### src/rtl/bcd_conv_sched_pkg.sv
// Shared widths and FSM state type for the bin2BCD request scheduler.
package bcd_sched_pkg;

    localparam int BIN_W = 12;
    localparam int BCD_W = 16;
    localparam int ID_W  = 3;

    typedef enum logic [1:0] {
        S_IDLE  = 2'd0,
        S_START = 2'd1,
        S_WAIT  = 2'd2,
        S_DONE  = 2'd3
    } state_t;

endpackage

### src/rtl/bcd_conv_sched_rr_pick.sv
// Combinational round-robin picker: first set req bit at or after ptr, wrapping.
module rr_pick #(
    parameter int N_REQ = 4,
    parameter int ID_W  = 3
) (
    input  logic [N_REQ-1:0] req,
    input  logic [ID_W-1:0]  ptr,
    output logic             valid,
    output logic [ID_W-1:0]  idx
);

    logic [N_REQ-1:0] rot;
    logic [ID_W:0]    sum;
    logic             found;

    // Rotate so bit 0 is the requester at ptr, then map the offset back to an index.
    always_comb begin
        rot   = N_REQ'({req, req} >> ptr);
        found = 1'b0;
        sum   = '0;
        idx   = '0;
        for (int unsigned j = 0; j < N_REQ; j++) begin
            if (!found && rot[j]) begin
                found = 1'b1;
                sum   = {1'b0, ptr} + (ID_W+1)'(j);
                if (sum >= (ID_W+1)'(N_REQ)) begin
                    sum = sum - (ID_W+1)'(N_REQ);
                end
                idx = sum[ID_W-1:0];
            end
        end
        valid = found;
    end

endmodule

### src/rtl/bcd_conv_sched.sv
// Round-robin scheduler sharing one external bin2BCD converter among N_REQ requesters.
module bcd_conv_sched
    import bcd_sched_pkg::*;
#(
    parameter int N_REQ   = 4,
    parameter int TIMEOUT = 63
) (
    input  logic                   clk,
    input  logic                   rst,
    input  logic [N_REQ-1:0]       req,
    input  logic [N_REQ*BIN_W-1:0] req_data,
    output logic [N_REQ-1:0]       ack,
    output logic [BCD_W-1:0]       res_bcd,
    output logic [ID_W-1:0]        res_id,
    output logic                   res_err,
    output logic                   busy,
    output logic                   conv_en,
    output logic [BIN_W-1:0]       conv_bin,
    input  logic [BCD_W-1:0]       conv_bcd,
    input  logic                   conv_rdy
);

    state_t             state_q, state_d;
    logic [ID_W-1:0]    ptr_q, ptr_d;
    logic [ID_W-1:0]    cur_id_q, cur_id_d;
    logic [7:0]         tmr_q, tmr_d;
    logic [BIN_W-1:0]   conv_bin_q, conv_bin_d;
    logic [BCD_W-1:0]   res_bcd_q, res_bcd_d;
    logic [ID_W-1:0]    res_id_q, res_id_d;
    logic               res_err_q, res_err_d;
    logic [N_REQ-1:0]   ack_q, ack_d;
    logic               busy_q, busy_d;
    logic               conv_en_q, conv_en_d;

    logic               pick_valid;
    logic [ID_W-1:0]    pick_idx;
    logic [BIN_W-1:0]   pick_data;

    rr_pick #(
        .N_REQ (N_REQ),
        .ID_W  (ID_W)
    ) u_pick (
        .req   (req),
        .ptr   (ptr_q),
        .valid (pick_valid),
        .idx   (pick_idx)
    );

    always_comb begin
        pick_data = '0;
        for (int unsigned i = 0; i < N_REQ; i++) begin
            if (pick_idx == ID_W'(i)) begin
                pick_data = req_data[i*BIN_W +: BIN_W];
            end
        end
    end

    always_comb begin
        state_d    = state_q;
        ptr_d      = ptr_q;
        cur_id_d   = cur_id_q;
        tmr_d      = tmr_q;
        conv_bin_d = conv_bin_q;
        res_bcd_d  = res_bcd_q;
        res_err_d  = res_err_q;
        res_id_d   = res_id_q;

        case (state_q)
            S_IDLE: begin
                if (pick_valid) begin
                    cur_id_d   = pick_idx;
                    conv_bin_d = pick_data;
                    state_d    = S_START;
                end
            end
            S_START: begin
                tmr_d   = '0;
                state_d = S_WAIT;
            end
            S_WAIT: begin
                if (conv_rdy) begin
                    res_bcd_d = conv_bcd;
                    res_err_d = 1'b0;
                    state_d   = S_DONE;
                end else if (tmr_q == 8'(TIMEOUT)) begin
                    res_bcd_d = '0;
                    res_err_d = 1'b1;
                    state_d   = S_DONE;
                end else begin
                    tmr_d = tmr_q + 8'd1;
                end
            end
            S_DONE: begin
                ptr_d   = (cur_id_q == ID_W'(N_REQ-1)) ? '0 : cur_id_q + 1'b1;
                state_d = S_IDLE;
            end
            default: state_d = S_IDLE;
        endcase

        // Status outputs are registered against the state being entered.
        busy_d    = (state_d != S_IDLE);
        conv_en_d = (state_d == S_START);
        for (int unsigned i = 0; i < N_REQ; i++) begin
            ack_d[i] = (state_d == S_DONE) && (cur_id_q == ID_W'(i));
        end
        if (state_d == S_DONE) begin
            res_id_d = cur_id_q;
        end
    end

    always_ff @(posedge clk or posedge rst) begin
        if (rst) begin
            state_q    <= S_IDLE;
            ptr_q      <= '0;
            cur_id_q   <= '0;
            tmr_q      <= '0;
            conv_bin_q <= '0;
            res_bcd_q  <= '0;
            res_id_q   <= '0;
            res_err_q  <= 1'b0;
            ack_q      <= '0;
            busy_q     <= 1'b0;
            conv_en_q  <= 1'b0;
        end else begin
            state_q    <= state_d;
            ptr_q      <= ptr_d;
            cur_id_q   <= cur_id_d;
            tmr_q      <= tmr_d;
            conv_bin_q <= conv_bin_d;
            res_bcd_q  <= res_bcd_d;
            res_id_q   <= res_id_d;
            res_err_q  <= res_err_d;
            ack_q      <= ack_d;
            busy_q     <= busy_d;
            conv_en_q  <= conv_en_d;
        end
    end

    assign ack      = ack_q;
    assign res_bcd  = res_bcd_q;
    assign res_id   = res_id_q;
    assign res_err  = res_err_q;
    assign busy     = busy_q;
    assign conv_en  = conv_en_q;
    assign conv_bin = conv_bin_q;

endmodule

### config.mk
export PLATFORM = sky130hd
export DESIGN_NAME = bcd_conv_sched
export DESIGN_NICKNAME = d
export VERILOG_FILES = /design/src/rtl/bcd_conv_sched_pkg.sv /design/src/rtl/bcd_conv_sched_rr_pick.sv /design/src/rtl/bcd_conv_sched.sv
export SDC_FILE = /design/constraint.sdc
export NUM_CORES = 1
export LEC_CHECK = 0
export CAP_MARGIN = 20
export CORE_MARGIN = 8
export CORE_UTILIZATION = 25
export CTS_BUF_LIST = sky130_fd_sc_hd__clkbuf_16
export CTS_CLUSTER_SIZE = 8
export DETAILED_ROUTE_END_ITERATION = 6
export SLEW_MARGIN = 25
export SYNTH_ARGS = -nofsm -noshare
export SYNTH_HDL_FRONTEND = slang
export SYNTH_HIERARCHICAL = 1
export SYNTH_SLANG_ARGS = --single-unit
### constraint.sdc
create_clock -name clk -period 3.5 [get_ports clk]
set_input_delay 0.525 -clock clk [delete_from_list [all_inputs] [get_ports clk]]
set_output_delay 0.525 -clock clk [all_outputs]
set_load 0.05 [all_outputs]
# Word-level counts from Yosys, hierarchy flattened
# Index checks and enable logic that the tools add are counted.
# totals
reg_bits	54
in_bits	71
output_inout_bits	38
elab_cells	86
# op_classes
addsub	9
n_lt_le_gt_ge	4
eq_ne	14
shift	1
muxes	28
reduce_logical	19
# ops
operator	count
12-bit 2-to-1 mux	4
16-bit 2-to-1 mux	2
3-bit 2-to-1 mux	9
8-bit 2-to-1 mux	2
8-bit one-hot mux with 2 select lines	1
3-bit by 2-bit equality test with 1-bit output (second input constant)	4
4-bit by 3-bit >= comparator with 1-bit output (second input constant)	3
3-bit subtractor (second input constant)	4
3-bit by 2-bit adder with 4-bit output (second input constant)	2
8-bit by 1-bit adder with 8-bit output (second input constant)	1
8-bit by 6-bit equality test with 1-bit output (second input constant)	1
2-bit one-hot mux with 4 select lines	1
8-bit by 3-bit >> shifter with 4-bit output	1
1-bit logical AND	7
2-bit equality test (second input constant)	3
3-bit by 1-bit equality test with 1-bit output (second input constant)	2
3-bit logical NOT	2
1-bit 2-to-1 mux	6
2-bit 2-to-1 mux	3
2-bit nonzero test	3
3-bit by 1-bit adder with 4-bit output (second input constant)	1
2-bit by 1-bit equality test with 1-bit output (second input constant)	2
2-bit inequality test (second input constant)	2
2-bit AND reduction	2
other kinds (5)	7

# Logic depth before layout (Yosys ltp)
# Gate-level depths: netlist of the first run.
# depth
word_depth	16
depth_mapped	10
depth_no_buf	8

# Cells and area by module
# Netlist of the first run, hierarchy kept.
# modules_own_cells
module	instances	cells_per_inst	area_per_inst_um2	seq_area_each_um2
bcd_conv_sched	1	195	2565.0	1351.3
rr_pick	1	42	256.5	0.0

# Worst setup path after synthesis of the first run
# OpenSTA, ideal clock, no wires.
# synth_path
path_type	input port to flip-flop
start	input port req[0]
end	register conv_bin_q[0], in the netlist conv_bin[0]
setup_ns	0.121
arrival_ns	2.689
required_ns	3.379
path_slack_ns	0.690
path_stages	8
path_buffers	2
path_cell_list	and3b_1 > clkbuf_2 > or4_1 > a211o_1 > a31oi_1 > buf_1 > mux4_2 > a22o_1
# synth_between
elab_chain_len	16
word_cells_on_any_way	24
cone_classes	eq/ne (3); shift (1); mux (12); reduce/logical (8)
# synth_lines
item	line	text
start: declaration	bcd_conv_sched.sv:10	input logic [N_REQ-1:0] req,
8-bit by 3-bit >> shifter with 4-bit output *	bcd_conv_sched_rr_pick.sv:18	rot = N_REQ'({req, req} >> ptr);
1-bit 2-to-1 mux	bcd_conv_sched_rr_pick.sv:23	if (!found && rot[j]) begin
1-bit logical NOT	bcd_conv_sched_rr_pick.sv:23	
1-bit logical AND	bcd_conv_sched_rr_pick.sv:23	
1-bit 2-to-1 mux	bcd_conv_sched_rr_pick.sv:23	
1-bit logical NOT	bcd_conv_sched_rr_pick.sv:23	
1-bit logical AND	bcd_conv_sched_rr_pick.sv:23	
1-bit 2-to-1 mux	bcd_conv_sched_rr_pick.sv:23	
1-bit logical NOT	bcd_conv_sched_rr_pick.sv:23	
1-bit logical AND	bcd_conv_sched_rr_pick.sv:23	
3-bit 2-to-1 mux *	bcd_conv_sched_rr_pick.sv:23	
net pick_idx[1]	bcd_conv_sched.sv:36	logic [ID_W-1:0] pick_idx;
3-bit logical NOT	bcd_conv_sched.sv:52	if (pick_idx == ID_W'(i)) begin
12-bit 2-to-1 mux (3 in series)	bcd_conv_sched.sv:52	
12-bit 2-to-1 mux *	bcd_conv_sched.sv:52	
end signal: assignment	bcd_conv_sched.sv:129	conv_bin_q <= conv_bin_d;
end: declaration	bcd_conv_sched.sv:27	logic [BIN_W-1:0] conv_bin_q, conv_bin_d;
# The timed path passes the listed nets; every way through them passes the cells marked *.
# A chain may end at the register's enable or synchronous reset.

# Final worst setup path of the first run
# layout_path
start	input port req[0]
end	register conv_bin_q[5], in the netlist conv_bin[5]
# The elaborated chain is that of the path after synthesis.

==> results of run 1 <==
per-layer routing:
metal	GRT usage	routed length [um]	up-vias
met5	0	0	-
met3	0.0312	555	6
met1	0.115	3220	1109
met4	0.0404	119	0
met2	0.188	3910	82
li1	-	-	1105
cell type report:
type | instances | area (um2)
inverters | 16 | 60.1
clock buffers | 5 | 125
well taps | 140 | 175
clock inverters | 3 | 16.3
repair buffers | 113 | 1120
fillers | 1077 | 6740
flip-flops and latches | 54 | 1350
multi-input cells | 154 | 1350
placed cells by master, fill, tap and decap left out, drive strengths merged, types with 4 or more instances in the layout:
cell type and instances:
nor2b 5, a31oi 5, clkdlybuf4s50 108, mux2 7
a22o 29, a21oi 4, clkbuf 5, mux4 12
o21ai 14, nand3 6, nand2 13, ha 11
buf 5, nor2 13, inv 16, dfrtp 54
logic make-up (layout without fill, tap and decap cells):
family,Yosys count,in the layout,share of synthesized area
flip-flops,54,54,0.479
multiplexers,21,21,0.139
buffers and inverters,29,137,0.0466
AO/OA/AOI/OAI,68,68,0.180
other,1,1,0.00133
AND/OR/NAND/NOR,53,53,0.106
adder cells (fa/ha/maj),11,11,0.0488
report_power, final:
part,leakage (uW),internal [uW],switching (uW)
logic,0.00101,940,1270
clock network,0.0000689,262,211
registers,0.000692,861,187
total,0.00177,2060,1670
worst reg2reg max path, stage by stage, from the launching register on:
cell and delay, ns:
dfrtp_1 0.58, nor2b_1 0.18, o311ai_0 0.40, a21oi_1 0.15
a41oi_2 0.17, buf_4 0.27, mux4_1 0.59, a22o_1 0.21
through the flow:
step | total power [uW] | hold slack (ns) | cell area, um2
2_1_floorplan | 2610 | 0.462 | 2820
3_3_place_gp | 3250 | 0.482 | 4050
3_5_place_dp | 3290 | 0.484 | 4050
4_1_cts | 3780 | 0.502 | 4190
5_1_grt | 3970 | 0.524 | 4190
6_report | 3730 | 0.496 | 4190
path summary, 6_finish.rpt:
| check | endpoint | cells after the start |
|---|---|---|
| max | conv_bin[5] | 8 |
| min in group asynchronous | conv_bin[7] | 2 |
| min | res_bcd[5] | 1 |
| max reg2reg | conv_bin[5] | 7 |
| max in group asynchronous | tmr_q[6] | 3 |
| min reg2reg | res_bcd[5] | 1 |
registers in the layout, summed over array words and instances, names as in the netlist, 2 cells and up:
signal,flops
ack,4
conv_bin,12
cur_id_q,3
ptr_q,3
res_bcd,16
res_id,3
state_q,2
tmr_q,8
==> flow_metrics.env, run 1 <==
export IMPL_first_iter_violations=57
export IMPL_track_usage=0.105
export IMPL_mappedNetlistArea_um2=2820
export IMPL_fin_util=0.383
export IMPL_clockBufferDepth=2
export IMPL_place_congestion=0.804
export IMPL_portBuffers=108
export IMPL_gr_total_overflow=0
export IMPL_drc=0
export IMPL_post_cts_buffers=0
export IMPL_max_clock_freq_mhz=359
export IMPL_grt_pass1_vias=2514
export IMPL_startpoint="req[0]"
export IMPL_min_delay_start="res_bcd[5]"
export IMPL_postRouteAntennaNets=0
export IMPL_async_flop_share=1.00
export IMPL_routed_wl_mm=7.81
export IMPL_worstPathRequired_ns=3.68
export IMPL_htreeDepth=2
export IMPL_grt_pass1_wl_mm=12.5
export IMPL_min_period_ns=2.78
export IMPL_min_path_type="reg -> reg"
export IMPL_hold_violations=0
export IMPL_p_leak_uw=0.00177
export IMPL_max_slew_margin=0.553
export IMPL_ys_seq_elements=54
export IMPL_setup_tns_ns=0
export IMPL_yosys_area_top_type_share=0.479
export IMPL_yosysSeqAreaShare=0.479
export IMPL_netlist_top_cell_by_area="dfrtp_1"
export IMPL_slew_violations=0
export IMPL_synthToLayoutAreaGrowth_pct=48.6
export IMPL_fin_nets=426
export IMPL_powerDensity_nw_per_um2=890
export IMPL_clk_pin_slew_ns=0.07
export IMPL_critPathKind="in -> reg"
export IMPL_diodes=0
export IMPL_worstPathCellList="clkdlybuf4s50_1 -> and3b_1 -> o311ai_0 -> a21oi_1 -> a41oi_2 -> buf_4 -> mux4_1 -> a22o_1"
export IMPL_cts_hold_buffers=0
export IMPL_synthCells=237
export IMPL_yosysWarnings=6
export IMPL_path_max_fanout=13
export IMPL_num_rows=38
export IMPL_tightest_slew_ns=0.669
export IMPL_dieArea_um2=14900
export IMPL_cp_arrival_ns=2.96
export IMPL_endpoint_kind="register"
export IMPL_layout_cells_non_filler=485
export IMPL_max_stage_delay_ns=0.59
export IMPL_root_buffer="clkbuf_16"
export IMPL_critPathSlowestCell="mux4_1"
export IMPL_fin_ws_ns=0.716
export IMPL_syn_num_nets=319
export IMPL_ir_worst_vdd_mv=0.386
export IMPL_synth_area_leaders="dfrtp_1, a22o_1, mux4_2, ha_1, mux4_1"
export IMPL_setup_violations_final=0
export IMPL_start_util=0.258
export IMPL_antenna_found_initial=0
export IMPL_clock_latency_ns=0.29
export IMPL_fin_crit_sh=0.795
export IMPL_post_cts_resized=0
export IMPL_grt_max_degree=29
export IMPL_r2r_slack_ns=0.85
export IMPL_cp_top_family="compound AO/OA/AOI/OAI gates"
export IMPL_place_hpwl_mm=6.10
export IMPL_cts_tree="built"
export IMPL_cts_buffers=5
export IMPL_ioPinCount=109
export IMPL_avgSynthCellArea_um2=11.9
export IMPL_synthFlopType="dfrtp_1"
export IMPL_synth_common_cells="dfrtp_1, a22o_1, inv_1"
export IMPL_place_ws_ns=0.465
export IMPL_start_kind="primary input"
export IMPL_vias=2302
export IMPL_viasPerCell=4.75
export IMPL_rsz0062_at_grt="false"
export IMPL_dr_pass1_iters=4
export IMPL_final_layout_size_suffix_gt1_frac=0.104
export IMPL_maxCapViolCount=0
export IMPL_outcome="finished clean"
export IMPL_core_area_um2=10900
export IMPL_yosys_cell_types_count=49
export IMPL_die_y_um=122
export IMPL_die_x_um=122
export IMPL_yosys_cell_count_top_type="dfrtp_1"
export IMPL_r2r_start="ptr_q[0]"
export IMPL_critical_path_buf_inv_count=2
export IMPL_dp_cells=477
export IMPL_wl_per_cell_um=16.1
export IMPL_cts_sinks=54
export IMPL_fin_skew_ns=0.00515
export IMPL_synth_edf_count=0
Note: power is estimated with default switching activity, not from simulation.
==> run 2, diff against run 1 <==
==> constraint.sdc (replaced) <==
create_clock -name clk -period 2.63 [get_ports clk]
set_input_delay 0.3945 -clock clk [delete_from_list [all_inputs] [get_ports clk]]
set_output_delay 0.3945 -clock clk [all_outputs]
set_load 0.05 [all_outputs]
==> flow_metrics.env, run 2 (synthesis gave the netlist of run 1 again) <==
export IMPL_outcome="finished clean"
export IMPL_maxCapViolCount=0
export IMPL_ioPinCount=109
export IMPL_clock_latency_ns=0.29
export IMPL_place_congestion=0.809
export IMPL_die_x_um=122
export IMPL_routed_wl_mm=7.99
export IMPL_worstPathCellList="clkdlybuf4s50_1 -> and3b_1 -> o311ai_0 -> a21oi_1 -> a41oi_2 -> buf_12 -> mux4_1 -> a22o_1"
export IMPL_cts_sinks=54
export IMPL_path_max_fanout=13
export IMPL_critPathSlowestCell="mux4_1"
export IMPL_max_stage_delay_ns=0.55
export IMPL_viasPerCell=4.70
export IMPL_root_buffer="clkbuf_16"
export IMPL_core_area_um2=10900
export IMPL_layout_cells_non_filler=499
export IMPL_power_frac_clock=0.125
export IMPL_fillerInstances=1066
export IMPL_cp_arrival_ns=2.68
export IMPL_postRouteAntennaNets=0
export IMPL_fin_crit_sh=0.950
export IMPL_vias=2347
export IMPL_pwr_share_comb=0.603
export IMPL_cp_top_family="compound AO/OA/AOI/OAI gates"
export IMPL_drc=0
export IMPL_cts_tree="built"
export IMPL_ir_worst_vdd_mv=0.598
export IMPL_place_hpwl_mm=6.25
export IMPL_max_slew_margin=0.530
export IMPL_post_cts_buffers=0
export IMPL_max_clock_freq_mhz=400
export IMPL_portBuffers=108
export IMPL_largest_register_ffs=16
export IMPL_htreeDepth=2
export IMPL_swShare=0.441
export IMPL_fin_ws_ns=0.132
export IMPL_grtUsageMet1=0.126
export IMPL_post_cts_resized=0
export IMPL_diodes=0
export IMPL_worstPathRequired_ns=2.81
export IMPL_gr_total_overflow=0
export IMPL_dr_pass1_iters=4
export IMPL_met2_usage=0.184
export IMPL_clk_pin_slew_ns=0.07
export IMPL_min_period_ns=2.50
export IMPL_synthToLayoutAreaGrowth_pct=53.2
export IMPL_cts_buffers=5
export IMPL_powerDensity_nw_per_um2=1180
export IMPL_grtUsageMet3=0.0285
export IMPL_hold_violations=0
export IMPL_intPower_uw=2850
export IMPL_endpoint_kind="register"
export IMPL_track_usage=0.107
export IMPL_wl_per_cell_um=16.0
export IMPL_grt_pass1_wl_mm=13.0
export IMPL_mostFrequentLayoutCell="clkdlybuf4s50_1"
export IMPL_rsz0062_at_grt="false"
export IMPL_final_layout_size_suffix_gt1_frac=0.142
export IMPL_p_leak_uw=0.00185
export IMPL_critical_path_buf_inv_count=2
export IMPL_fin_skew_ns=0.00904
export IMPL_dieArea_um2=14900
export IMPL_num_rows=38
export IMPL_top_usage_layer="met2"
export IMPL_fin_nets=440
export IMPL_start_kind="primary input"
export IMPL_place_ws_ns=-0.187
export IMPL_start_util=0.258
export IMPL_dp_cells=491
export IMPL_clockBufferDepth=2
export IMPL_first_iter_violations=83
export IMPL_setup_violations_final=0
export IMPL_slew_violations=0
export IMPL_critPathKind="in -> reg"
export IMPL_antenna_found_initial=0
export IMPL_grt_max_degree=29
export IMPL_final_cell_mix="clkdlybuf4s50_1, dfrtp_1, a22o_1"
export IMPL_switching_power_uw=2250
export IMPL_die_y_um=122
export IMPL_seqPwrFrac=0.272
export IMPL_tightest_slew_ns=0.704
export IMPL_grt_pass1_vias=2617
export IMPL_min_path_type="in -> async"
export IMPL_cts_hold_buffers=0
run 2: layout make-up:
cell class | count | area, um2 | area share
Clock inverter | 3 | 16.3 | 0.00376
Tap cell | 140 | 175 | 0.0405
Timing Repair Buffer | 127 | 1250 | 0.289
Clock buffer | 5 | 125 | 0.0289
Multi-Input combinational cell | 154 | 1350 | 0.311
Sequential cell | 54 | 1350 | 0.313
Inverter | 16 | 60.1 | 0.0139
run 2: path summary, 6_finish.rpt:
check                               to  depth (start not counted)  slack (ns)        start
setup / recovery           conv_bin[4]                          8        0.13       req[0]
hold / removal             conv_bin[7]                          2        0.48          rst
setup reg to reg           conv_bin[4]                          7        0.19     ptr_q[2]
hold reg to reg            res_bcd[15]                          1        0.50  res_bcd[15]
max in group asynchronous     tmr_q[7]                          3        1.59          rst
min in group clk           res_bcd[15]                          1        0.50  res_bcd[15]
run 2: power by group through the flow:
stage          clock [uW]  sequential, uW  combinational [uW]
6_report              638            1390                3080
5_1_grt               706            1430                3300
4_1_cts               664            1390                3120
3_5_place_dp            0            1400                3110
3_3_place_gp            0            1390                3070
2_1_floorplan           0            2130                1350
run 2: per-stage QoR:
step	instance area [um2]	TNS [ns]	hold slack [ns]	util	power [uW]
2_1_floorplan	2820	0	0.462	-	3480
3_3_place_gp	4180	-1.94	0.485	0.382	4460
3_5_place_dp	4180	-2.04	0.485	0.382	4510
4_1_cts	4320	0	0.507	0.395	5170
5_1_grt	4320	0	0.522	0.395	5440
6_report	4320	0	0.482	0.395	5100
run 2: per-layer routing:
metal / vias to the layer above / routed length, um
met3: 9 / 509
li1: 1138 / -
met4: 0 / 158
met1: 1123 / 3470
met2: 77 / 3850
met5: - / 0
==> run 3, diff against run 2 <==
--- a/config.mk
+++ b/config.mk
@@ -16,3 +16,4 @@
 export SYNTH_HDL_FRONTEND = slang
 export SYNTH_HIERARCHICAL = 1
 export SYNTH_SLANG_ARGS = --single-unit
+export TNS_END_PERCENT = 100
==> results of run 3 <==
No change in the layout: final DEF, timing and power equal those of run 2.
==> patch 1 (settings of run 2) <==
The package constant `BCD_W` goes from 16 to 18.
--- a/src/rtl/bcd_conv_sched_pkg.sv
+++ b/src/rtl/bcd_conv_sched_pkg.sv
@@ -4,3 +4,3 @@
     localparam int BIN_W = 12;
-    localparam int BCD_W = 16;
+    localparam int BCD_W = 18;
     localparam int ID_W  = 3;
Interface: changed (resized conv_bcd and res_bcd); port bits go from 109 to 113. No check against the original RTL was run, so the function may have changed too.
==> patch 1 against run 2 <==
Synthesized area up 1.5%. Non-clock buffer count increased by 2. Global-route usage shrank 0.21 points. Clock power is 6.1% higher. Worst setup slack improved by 26 ps. Core utilization shrank 0.66 points. Die area up 1.3%. Sequential share of layout area rose by 0.59 points. Design area grew 1.8%. Power up 4.4%. Wire length barely moved. Sequential cell count grew 2. Critical endpoint is now conv_bin[9]. Highest routed layer unchanged.
==> patch 1: results (changes against run 2) <==
| Metric | Value |
|---|---|
| Status | complete, no violations (unchanged) |
| Ranking of synthesized cells by area | dfrtp_1, a22o_1, mux4_2 (unchanged) |
| Row cnt | 39 (was 38) |
| Gpl congestion | 0.8295 (was 0.8091) |
| CTS Buf Count | 5 (unchanged) |
| Internal | 2977 uW (was 2853 uW) |
| Slowest stage delay, CP | 490 ps (was 550 ps) |
| Slew HR | 41.53% (was 53.03%) |
| Syn_nets | 319 (unchanged) |
| Net Switching | 2353 uW (was 2251 uW) |
| Final HPWL DP | 6.246 mm (was 6.251 mm) |
| 1st-iter DRT viols | 125 (was 83) |
| Share of cells above drive strength 1 | 15.04% (was 14.21%) |
| Most frequent cells after synthesis | dfrtp_1, a22o_1, nand2_1 (was dfrtp_1, a22o_1, inv_1) |
| Port-buffer cells | 112 (was 108) |
| Final period util | 94.00% (was 94.99%) |
| Nets | 442 (was 440) |
| Dpl cell area | 4244 um^2 (was 4182 um^2) |
| Arrival time at the worst endpoint | 2660 ps (was 2680 ps) |
| Top FF cell, synth | dfrtp_1 (unchanged) |
| Max reg flops | 18 (was 16) |
| Critical-path cell with the highest stage delay | or4_1 (was mux4_1) |
| Flop-to-flop setup slack | 180 ps |
| WL final | 7.983 mm (was 7.987 mm) |
| Storage cell area | 1401 um^2 (was 1351 um^2) |
| GRT Overall Usage | 10.50% (was 10.71%) |
| Vias/cell | 4.667 (was 4.703) |
| Top cell family by delay on the critical path | simple AND/OR/NAND/NOR gates (was compound AO/OA/AOI/OAI gates) |
| Clk_skew | 12.02 ps (was 9.044 ps) |
| Pre-CTS WS | -207.4 ps (was -186.6 ps) |
| Peak supply drop | 539.9 uV (was 597.7 uV) |
| FILL cells | 1,122 (was 1,066) |
| Yosys warnings | 6 (unchanged) |
| Vias | 2,343 (was 2,347) |
| Pleak | 0.001873 uW (was 0.001848 uW) |
| WHS | 484.4 ps (was 481.8 ps) |
| First-pass GRT wire length | 12.73 mm (was 12.99 mm) |
| Library cells used by synthesis | 46 (was 49) |
| Post-Syn Instances | 235 (was 237) |
| Clock net power | 677 uW (was 638 uW) |
| Worst R2R Start | ptr_q[0] (was ptr_q[2]) |
| Cell Count Post-Placement | 494 (was 491) |
| Seq/Total Area, Yosys | 48.95% (was 47.89%) |
patch 1: cell count changes in the layout (fill, tap and decap cells not counted), sizes merged, moves of 3 or more:
cell           change
nor2               -3
clkdlybuf4s50      +4
nor3               +4
a22o               +4
nand3              -3
and2               +4
nor3b              -3
o21ai              -7
patch 1: per-layer routing:
metal  routed length, um  track usage, %
met1                3333           12.59
met2                3926           17.57
met3                 663           4.018
met4                  60           2.257
met5                   0               0
patch 1: logic make-up after synthesis:
| group | count (synthesis) | share of synthesized area, % |
|---|---|---|
| mux | 23 | 14.03 |
| fa+ha+maj | 11 | 4.808 |
| compound gates | 64 | 17.79 |
| flops | 56 | 48.95 |
| simple gates | 54 | 10.27 |
| buf+inv | 26 | 4.021 |
| other cells | 1 | 0.1310 |
patch 1: area by class of cell:
cell class                 count  share of cell area (%)
inverter                      13                   1.109
timing repair buffer         129                   28.66
clock inverter                 3                  0.6255
sequential                    56                   31.85
clock buffer                   5                   2.843
multi-input combinational    153                   30.85
tap                          143                   4.066
==> patch 2 (settings of run 2) <==
Without the edit above. Take the reset off `res_bcd_q` and load it in a clocked block of its own.
--- a/src/rtl/bcd_conv_sched.sv
+++ b/src/rtl/bcd_conv_sched.sv
@@ -117,3 +117,2 @@
             conv_bin_q <= '0;
-            res_bcd_q  <= '0;
             res_id_q   <= '0;
@@ -129,3 +128,2 @@
             conv_bin_q <= conv_bin_d;
-            res_bcd_q  <= res_bcd_d;
             res_id_q   <= res_id_d;
@@ -136,2 +134,6 @@
         end
+    end
+
+    always_ff @(posedge clk) begin
+        res_bcd_q <= res_bcd_d;
     end
Formal check against the unedited RTL: differs if rst is asserted again (counterexample within 4 cycles, from zero or initial values and one cycle with rst high); with rst held inactive, the same outputs for 10 cycles.
==> patch 2 against run 2 <==
Design area is 1.2% higher. Core utilization shrank 0.88 points. Via count shrank 1.6%. Synthesized area grew 1.5%. Power shrank 11%. Combinational power shrank 17%. Sequential share of layout area increased by 1.5 points. Sequential cell count did not move. Worst setup slack worse by 33 ps. Wire length shrank 1.9%. Largest cell class unchanged.
==> patch 2: results (changes against run 2) <==
| Metric | Value |
|---|---|
| Sw frac | 41.39% (was 44.10%) |
| Share of cells above drive strength 1 | 14.40% (was 14.21%) |
| Slowest stage delay, CP | 510 ps (was 550 ps) |
| Peak supply drop | 541.9 uV (was 597.7 uV) |
| Routing usage on met1 | 12.86% (was 12.62%) |
| Arrival time at the worst endpoint | 2710 ps (was 2680 ps) |
| Ranking of synthesized cells by area | dfrtp_1, edfxtp_1, mux4_2 (was dfrtp_1, a22o_1, mux4_2) |
| Library cells used by synthesis | 53 (was 49) |
| Most frequent cells after synthesis | dfrtp_1, inv_1, and2_1, edfxtp_1, a22o_1 (was dfrtp_1, a22o_1, inv_1) |
| Non-clock buffering overhead | 28.42% (was 28.89%) |
| GRT Overall Usage | 10.11% (was 10.71%) |
| Wl on met1 | 3.409 mm (was 3.468 mm) |
| Dpl cell area | 4234 um^2 (was 4182 um^2) |
| Compound-Gate Fraction of Synth Area | 13.59% (was 17.96%) |
| Clk_skew | 5.819 ps (was 9.044 ps) |
| Critical-path cell with the highest stage delay | or4_1 (was mux4_1) |
| Post-Syn Instances | 236 (was 237) |
| Met2 WL | 3.802 mm (was 3.850 mm) |
| Vias/cell | 4.581 (was 4.703) |
| FILL cells | 1,123 (was 1,066) |
| Largest net degree at the start of global routing | 39 (was 29) |
| Number of sequential cells | 54 (unchanged) |
| Routed met3 length | 528 um (was 509 um) |
| Invs w/o clock | 17 (was 16) |
| Gpl congestion | 0.8762 (was 0.8091) |
| Mux share of post-synthesis cell area | 13.28% (was 13.88%) |
| Syn_nets | 318 (was 319) |
| Final HPWL DP | 6.191 mm (was 6.251 mm) |
| Met3 GRT Util | 2.329% (was 2.848%) |
| Post-Synth Adder-Cell Area | 4.806% (was 4.878%) |
| Top cell family by delay on the critical path | simple AND/OR/NAND/NOR gates (was compound AO/OA/AOI/OAI gates) |
| Multi-input gate share of total cell area | 30.08% (was 31.14%) |
| Vias in the first global route | 2,295 (was 2,617) |
| Repair and plain buffers | 128 (was 127) |
| FFs w/ async S/R, synth | 70.37% (was 100.0%) |
| Cell Count Post-Placement | 496 (was 491) |
| Net Switching | 1871 uW (was 2251 uW) |
| 1st-iter DRT viols | 123 (was 83) |
| WL final | 7.835 mm (was 7.987 mm) |
| Met2 Resource Use GR | 16.72% (was 18.41%) |
| Seq/Total Area, Yosys | 49.98% (was 47.89%) |
| Top sig layer | met4 (unchanged) |
| First-pass GRT wire length | 12.27 mm (was 12.99 mm) |
| Seq pwr share | 29.1% (was 27.2%) |
| XOR/XNOR Fraction of Synth Area | 0% (unchanged) |
| WL/cell | 15.55 um (was 16.01 um) |
| Pre-CTS WS | -217.0 ps (was -186.6 ps) |
| Slew HR | 42.40% (was 53.03%) |
| Pleak | 0.001781 uW (was 0.001848 uW) |
| Status | complete, no violations (unchanged) |
| Nets | 442 (was 440) |
| HP Class | reg2reg (was in2async) |
| Clk cell area share | 3.231% (was 3.271%) |
## patch 2: changes by cell type in the layout (fill, tap and decap cells not counted), moves of 2 or more
| cell | before | now |
|---|---|---|
| a22o_1 | 29 | 14 |
| a31oi_1 | 5 | 3 |
| and2_1 | 1 | 16 |
| buf_4 | 17 | 19 |
| dfrtp_1 | 54 | 38 |
| edfxtp_1 | 0 | 16 |
| inv_1 | 15 | 17 |
| mux4_1 | 3 | 0 |
| mux4_2 | 9 | 12 |
| nand3_1 | 5 | 3 |
| nor2_1 | 11 | 9 |
| nor2_2 | 2 | 0 |
| or3_1 | 1 | 3 |
## patch 2: final timing paths
check                             from           to  slack [ps]  cells after the start
max reg2reg                   ptr_q[0]  conv_bin[4]         130                      7
min reg2reg                conv_bin[8]  conv_bin[8]         510                      1
max in group asynchronous          rst     tmr_q[5]        1760                      3
max                             req[0]  conv_bin[4]         100                      8
min in group asynchronous          rst  conv_bin[2]         530                      3
min                        conv_bin[8]  conv_bin[8]         510                      1
